$ cat src/rtl/mem_access_pkg.sv
// Shared funct3 codes, FSM state type and request-decode helpers for mem_access_unit.
// MISALIGN_SPLIT_EN adds the split-access states to the state type.
package mem_access_pkg;

  localparam logic [2:0] F3_B  = 3'b000;
  localparam logic [2:0] F3_H  = 3'b001;
  localparam logic [2:0] F3_W  = 3'b010;
  localparam logic [2:0] F3_BU = 3'b100;
  localparam logic [2:0] F3_HU = 3'b101;

  typedef enum logic [2:0] {
    StIdle    = 3'd0,
    StIssue   = 3'd1,
    StRdWait  = 3'd2,
`ifdef MISALIGN_SPLIT_EN
    StSplitLo = 3'd3,
    StSplitHi = 3'd4,
    StStBytes = 3'd5,
`endif
    StResp    = 3'd6
  } mau_state_t;

  function automatic logic is_misaligned(input logic [2:0] funct3, input logic [1:0] addr_lo);
    case (funct3)
      F3_H, F3_HU: return addr_lo[0];
      F3_W:        return addr_lo != 2'b00;
      default:     return 1'b0;
    endcase
  endfunction

  // Stores only have byte/half/word forms; the unsigned codes are load-only.
  function automatic logic is_illegal(input logic write, input logic [2:0] funct3);
    if (write) begin
      return !(funct3 inside {F3_B, F3_H, F3_W});
    end
    return !(funct3 inside {F3_B, F3_H, F3_W, F3_BU, F3_HU});
  endfunction

endpackage

$ cat src/rtl/lsu_load_align.sv
// Extracts a byte/half/word from a 64-bit {hi,lo} window at a byte offset and extends it.
module lsu_load_align
  import mem_access_pkg::*;
(
  input  logic [63:0] window,
  input  logic [1:0]  offset,
  input  logic [2:0]  funct3,
  output logic [31:0] result
);

  logic [31:0] shifted;

  assign shifted = 32'(window >> {offset, 3'b000});

  always_comb begin
    result = shifted;
    case (funct3)
      F3_B:    result = {{24{shifted[7]}}, shifted[7:0]};
      F3_BU:   result = {24'b0, shifted[7:0]};
      F3_H:    result = {{16{shifted[15]}}, shifted[15:0]};
      F3_HU:   result = {16'b0, shifted[15:0]};
      default: result = shifted;
    endcase
  end

endmodule

$ cat src/rtl/mem_access_unit.sv
// Load/store initiator between the MEM stage and datamemory, one request at a time.
// Define MISALIGN_SPLIT_EN to split misaligned half/word accesses; otherwise they fault.
module mem_access_unit
  import mem_access_pkg::*;
#(
  parameter int unsigned ADDR_WIDTH = 12,
  parameter int unsigned DATA_WIDTH = 32
) (
  input  logic                  clock,
  input  logic                  reset,
  input  logic                  req_valid,
  output logic                  req_ready,
  input  logic                  req_write,
  input  logic [ADDR_WIDTH-1:0] req_addr,
  input  logic [DATA_WIDTH-1:0] req_wdata,
  input  logic [2:0]            req_funct3,
  output logic                  rsp_valid,
  output logic [DATA_WIDTH-1:0] rsp_rdata,
  output logic                  access_fault,
  output logic                  mem_read_en,
  output logic                  mem_write_en,
  output logic [ADDR_WIDTH-1:0] mem_address,
  output logic [DATA_WIDTH-1:0] mem_data_in,
  output logic [2:0]            mem_funct3,
  input  logic [DATA_WIDTH-1:0] mem_data_out
);

  mau_state_t            state_q;
  logic                  write_q;
  logic                  rsp_valid_q;
  logic                  fault_q;
  logic                  rd_en_q;
  logic                  wr_en_q;
  logic [ADDR_WIDTH-1:0] maddr_q;
  logic [DATA_WIDTH-1:0] mdata_q;
  logic [2:0]            mf3_q;

  logic illegal;
  logic misaligned;
  logic reject;

  assign illegal    = is_illegal(req_write, req_funct3);
  assign misaligned = is_misaligned(req_funct3, req_addr[1:0]);

`ifdef MISALIGN_SPLIT_EN
  logic [ADDR_WIDTH-1:0] addr_q;
  logic [DATA_WIDTH-1:0] wdata_q;
  logic [2:0]            funct3_q;
  logic [DATA_WIDTH-1:0] lo_q;
  logic [1:0]            byte_idx_q;
  logic [1:0]            last_idx_q;
  logic [1:0]            next_idx;
  logic [ADDR_WIDTH-1:0] word_addr;
  logic [DATA_WIDTH-1:0] split_rdata;

  assign reject    = illegal;
  assign next_idx  = byte_idx_q + 2'd1;
  assign word_addr = {addr_q[ADDR_WIDTH-1:2], 2'b00};

  lsu_load_align u_load_align (
    .window (64'({mem_data_out, lo_q})),
    .offset (addr_q[1:0]),
    .funct3 (funct3_q),
    .result (split_rdata)
  );
`else
  assign reject = illegal || misaligned;
`endif

  always_ff @(posedge clock) begin
    if (reset) begin
      state_q     <= StIdle;
      write_q     <= 1'b0;
      rsp_valid_q <= 1'b0;
      fault_q     <= 1'b0;
      rd_en_q     <= 1'b0;
      wr_en_q     <= 1'b0;
      maddr_q     <= '0;
      mdata_q     <= '0;
      mf3_q       <= '0;
`ifdef MISALIGN_SPLIT_EN
      addr_q      <= '0;
      wdata_q     <= '0;
      funct3_q    <= '0;
      lo_q        <= '0;
      byte_idx_q  <= '0;
      last_idx_q  <= '0;
`endif
    end else begin
      // Memory strobes and the response are single-cycle unless a state re-asserts them.
      rsp_valid_q <= 1'b0;
      fault_q     <= 1'b0;
      rd_en_q     <= 1'b0;
      wr_en_q     <= 1'b0;
      maddr_q     <= '0;
      mdata_q     <= '0;
      mf3_q       <= '0;
      unique case (state_q)
        StIdle: begin
          if (req_valid) begin
            write_q <= req_write;
`ifdef MISALIGN_SPLIT_EN
            addr_q   <= req_addr;
            wdata_q  <= req_wdata;
            funct3_q <= req_funct3;
`endif
            if (reject) begin
              state_q     <= StResp;
              rsp_valid_q <= 1'b1;
              fault_q     <= 1'b1;
            end
`ifdef MISALIGN_SPLIT_EN
            else if (misaligned && req_write) begin
              state_q    <= StStBytes;
              wr_en_q    <= 1'b1;
              maddr_q    <= req_addr;
              mdata_q    <= DATA_WIDTH'(req_wdata[7:0]);
              mf3_q      <= F3_B;
              byte_idx_q <= 2'd0;
              last_idx_q <= (req_funct3 == F3_H) ? 2'd1 : 2'd3;
            end else if (misaligned) begin
              state_q <= StSplitLo;
              rd_en_q <= 1'b1;
              maddr_q <= {req_addr[ADDR_WIDTH-1:2], 2'b00};
              mf3_q   <= F3_W;
            end
`endif
            else begin
              state_q <= StIssue;
              maddr_q <= req_addr;
              mf3_q   <= req_funct3;
              if (req_write) begin
                wr_en_q     <= 1'b1;
                mdata_q     <= req_wdata;
                rsp_valid_q <= 1'b1;
              end else begin
                rd_en_q <= 1'b1;
              end
            end
          end
        end
        StIssue: begin
          if (write_q) begin
            state_q <= StIdle;
          end else begin
            state_q     <= StRdWait;
            rsp_valid_q <= 1'b1;
          end
        end
        StRdWait: state_q <= StIdle;
        StResp:   state_q <= StIdle;
`ifdef MISALIGN_SPLIT_EN
        StSplitLo: begin
          state_q <= StSplitHi;
          rd_en_q <= 1'b1;
          maddr_q <= word_addr + ADDR_WIDTH'(4);
          mf3_q   <= F3_W;
        end
        StSplitHi: begin
          // Low word from the SPLIT_LO read is on mem_data_out now; high word lands in RESP.
          lo_q        <= mem_data_out;
          state_q     <= StResp;
          rsp_valid_q <= 1'b1;
        end
        StStBytes: begin
          if (byte_idx_q == last_idx_q) begin
            state_q <= StIdle;
          end else begin
            byte_idx_q  <= next_idx;
            wr_en_q     <= 1'b1;
            maddr_q     <= addr_q + ADDR_WIDTH'(next_idx);
            mdata_q     <= DATA_WIDTH'(wdata_q[{next_idx, 3'b000} +: 8]);
            mf3_q       <= F3_B;
            rsp_valid_q <= (next_idx == last_idx_q);
          end
        end
`endif
        default: state_q <= StIdle;
      endcase
    end
  end

  always_comb begin
    rsp_rdata = '0;
    if (state_q == StRdWait) begin
      rsp_rdata = mem_data_out;
    end
`ifdef MISALIGN_SPLIT_EN
    else if (state_q == StResp && !fault_q) begin
      rsp_rdata = split_rdata;
    end
`endif
  end

  assign req_ready    = (state_q == StIdle) && !reset;
  assign rsp_valid    = rsp_valid_q;
  assign access_fault = fault_q;
  assign mem_read_en  = rd_en_q;
  assign mem_write_en = wr_en_q;
  assign mem_address  = maddr_q;
  assign mem_data_in  = mdata_q;
  assign mem_funct3   = mf3_q;

endmodule

$ cat config.mk
export PLATFORM = sky130hd
export DESIGN_NAME = mem_access_unit
export DESIGN_NICKNAME = d
export VERILOG_FILES = /design/src/rtl/mem_access_pkg.sv /design/src/rtl/lsu_load_align.sv /design/src/rtl/mem_access_unit.sv
export SDC_FILE = /design/constraint.sdc
export NUM_CORES = 1
export LEC_CHECK = 0
export ABC_CLOCK_PERIOD_IN_PS = 2780
export CORE_AREA = 2 2 64 66
export DETAILED_ROUTE_END_ITERATION = 16
export DIE_AREA = 0 0 66 68
export DONT_BUFFER_PORTS = 1
export PLACE_DENSITY_LB_ADDON = 0.15
export SLEW_MARGIN = 20
export SYNTH_ARGS = -nofsm -noshare
export SYNTH_HDL_FRONTEND = slang
export SYNTH_SLANG_ARGS = --single-unit
$ cat constraint.sdc
create_clock -name clock -period 2.78 [get_ports clock]
set_clock_uncertainty 0.2 [all_clocks]
set_input_delay 0.556 -clock clock [delete_from_list [all_inputs] [get_ports clock]]
set_output_delay 0.556 -clock clock [all_outputs]
set_load 0.01 [all_outputs]
==> flow_summary.ini <==
[critical_path]
critPathCaptureType = output port
required_ns = 2.02
cp-start-kind = flip-flop
critPathMaxFanout = 32
cp.arrival_ns = 1.36
rr_worst_depth = 4
critical_path.slowest_cell = dfxtp_1
path_cells = nor3b_2 -> buf_4 -> and2_1
r2r-end = mem_data_in[10]
r2r_start = state_q[2]
reg2reg_slack_ns = 0.89
path_class = reg -> out
critPathMaxStageDelay_ns = 0.39

[clocking]
cts_made_buffers = 5
cts_tree = built
hold_buffers = 0
clk_pin_slew_worst_paths_ns = 0.09
cts_resized = 0
htree_levels = 2
cts_sinks = 55
cts_setup_buffers = 0
cts_buffer_depth = 2
cts_root_buf = clkbuf_8
clkLatencyLatePin_ns = 0.29

[final_layout]
final_cell_mix = dfxtp_1 (55), and2_1 (48), and3_1 (32), clkbuf_8 (5)
fillCellCount = 362
drive_above_1_share_pct = 7.23
num-nets-final = 249
antenna_cells = 0
final_common_cell = dfxtp_1
fin_util_pct = 50.5
synthToLayoutAreaGrowth_pct = 6.94

[power_and_ir_drop]
p_clk_share_pct = 31.0
vdd_drop_max_mv = 0.341
power_density_nw_per_um2 = 670
power.switching_uw = 295
seqPwrFrac_pct = 63.0
swShare_pct = 22.6
internal_power_uw = 1010
p_comb_share_pct = 5.9
leakagePower_uw = 0.000902

[timing]
finalCritPeriodShare_pct = 76.1
maxSlewViolCount = 0
hold_violations = 0
setup_viol = 0
layout_min_cycle_time_ns = 2.12
slew_headroom_pct = 66.3
fmax_ghz = 0.472
fin_tns_setup_ns = 0
worst_pin_slew_ns = 0.505
rsz0062_at_grt = no

[grt]
overflow = 0
grt_pass1_wl_um = 5590
grt_usage_pct = 17.3
grt_pass1_vias = 1082
grt_max_degree = 44
antenna_found_initial = 0

[yosys]
synth_fa_ha_area_share_pct = 0
ys.warnings.count = 0
synth_cells = 169
synth_top_family_by_area = simple AND/OR/NAND/NOR gates
syn-num-nets = 252
synth-xor-area-share_pct = 0
yosys.area_share.simple_pct = 32.2
synth_seq_area_share_pct = 60.4
yosysUniqueCellTypes = 22
synthMuxAreaShare_pct = 0.549
synth_compound_area_share_pct = 3.78
synth_area_sq_um = 1820
ys_ff_latch = 55
synth_area_per_cell_sq_um = 10.8

[routing]
wl_per_cell_um = 18.6
drt-initial-drc-count = 53
drc = 0
vias_per_cell = 5.35
antenna_left = 0
first_pass_iters = 4
drt-total-wl_um = 4020
vias = 1156

[floorplanning]
die_y_um = 68
coreArea_sq_um = 3860
dieArea_sq_um = 4490
die_x_um = 66
ioPinCount = 167
floorplan.initialDensity_pct = 47.2
row_count = 23

[place]
gp_congestion = 0.779
hpwl_um = 3260
io_buffers = 0

[hold_path]
whs_endpoint = mem_read_en
min_from = req_write
worstHoldPathType = in -> reg
hold_depth = 1

[run_status]
status = finished, final reports clean

[flow_run]
cap_viol_max_count = 0
## kinds of logic (layout without fill, tap and decap cells)
kind of cell,Yosys count,count (layout)
AO/OA/AOI/OAI,7,7
buffers and inverters,13,10
AND/OR/NAND/NOR,93,93
flip-flops,55,55
multiplexers,1,1
## stage by stage
stage / power [uW] / cell area [sq um] / hold WS [ns] / cells / worst slack [ns]
after detailed placement: 921 / 1870 / 0.316 / 209 / 0.398
after CTS: 1320 / 1950 / 0.111 / 216 / 0.629
after floorplan: 908 / 1820 / 0.261 / 169 / 0.643
after global routing: 1360 / 1950 / 0.102 / 216 / 0.575
after global placement: 918 / 1870 / 0.281 / 209 / 0.487
final: 1300 / 1950 / 0.122 / 216 / 0.663
## flip-flops by register name, summed over array words and instances, names as in the netlist
| signal | cells |
|---|---|
| mem_read_en | 1 |
| rsp_valid | 1 |
| mem_address | 12 |
| mem_write_en | 1 |
| access_fault | 1 |
| state_q | 3 |
| mem_funct3 | 3 |
| write_q | 1 |
| mem_data_in | 32 |
## critical path, delay by kind of cell, from the launching register on
kind / cells / cell delay (ns)
buf+inv: 1 / 0.25
simple gates: 2 / 0.42
flops: 1 / 0.39
## layer usage
layer  global-route usage, %  share of wire, %
met1                    16.2                33
met2                    32.8                55
met3                    8.22                11
met4                    6.12              0.89
met5                       0                 0
## layout make-up
cell class | instances | area (sq um) | share of cell area [%]
Sequential cell | 55 | 1100 | 56.5
Multi-Input combinational cell | 101 | 671 | 34.4
Clock buffer | 5 | 68.8 | 3.53
Tap cell | 50 | 62.6 | 3.21
Timing Repair Buffer | 2 | 27.5 | 1.41
Clock inverter | 2 | 13.8 | 0.706
Inverter | 1 | 3.75 | 0.193
## cells in the mapped netlist, drive strengths merged
| library cell | n | area, sq um |
|---|---|---|
| nor4b | 1 | 8.76 |
| a31oi | 1 | 6.26 |
| nor2 | 3 | 11.3 |
| and2 | 48 | 300 |
| or4 | 1 | 11.3 |
| a21o | 1 | 7.51 |
| and3 | 32 | 200 |
| and4 | 2 | 17.5 |
| nor3b | 1 | 7.51 |
| buf | 1 | 5.00 |
| nor2b | 3 | 18.8 |
| o21ai | 2 | 10.0 |
| clkbuf | 11 | 46.3 |
| dfxtp | 55 | 1100 |
| a221o | 1 | 10.0 |
| o31ai | 1 | 7.51 |
| mux2i | 1 | 10.0 |
| or3 | 1 | 6.26 |
| inv | 1 | 3.75 |
| nor3 | 1 | 5.00 |
| a2111oi | 1 | 27.5 |
## power by group through the flow
| stage | combinational (uW) | sequential [uW] | clock (uW) |
|---|---|---|---|
| 2_1_floorplan | 71.2 | 837 | 0 |
| 3_3_place_gp | 77.4 | 841 | 0 |
| 3_5_place_dp | 79.2 | 841 | 0 |
| 4_1_cts | 79.3 | 823 | 420 |
| 5_1_grt | 87.1 | 825 | 452 |
| 6_report | 77.6 | 822 | 405 |
## worst max path at each step
stage / endpoint / cells after the start / startpoint
floorplan: mem_data_in[7] / 4 / req_funct3[0]
CTS: rsp_rdata[22] / 3 / state_q[0]
finish: rsp_rdata[22] / 3 / state_q[0]
global placement: mem_data_in[10] / 4 / req_funct3[0]
detailed placement: mem_data_in[10] / 4 / req_funct3[0]
global route: rsp_rdata[22] / 3 / state_q[0]
Note: power is estimated with default switching activity, not from simulation.
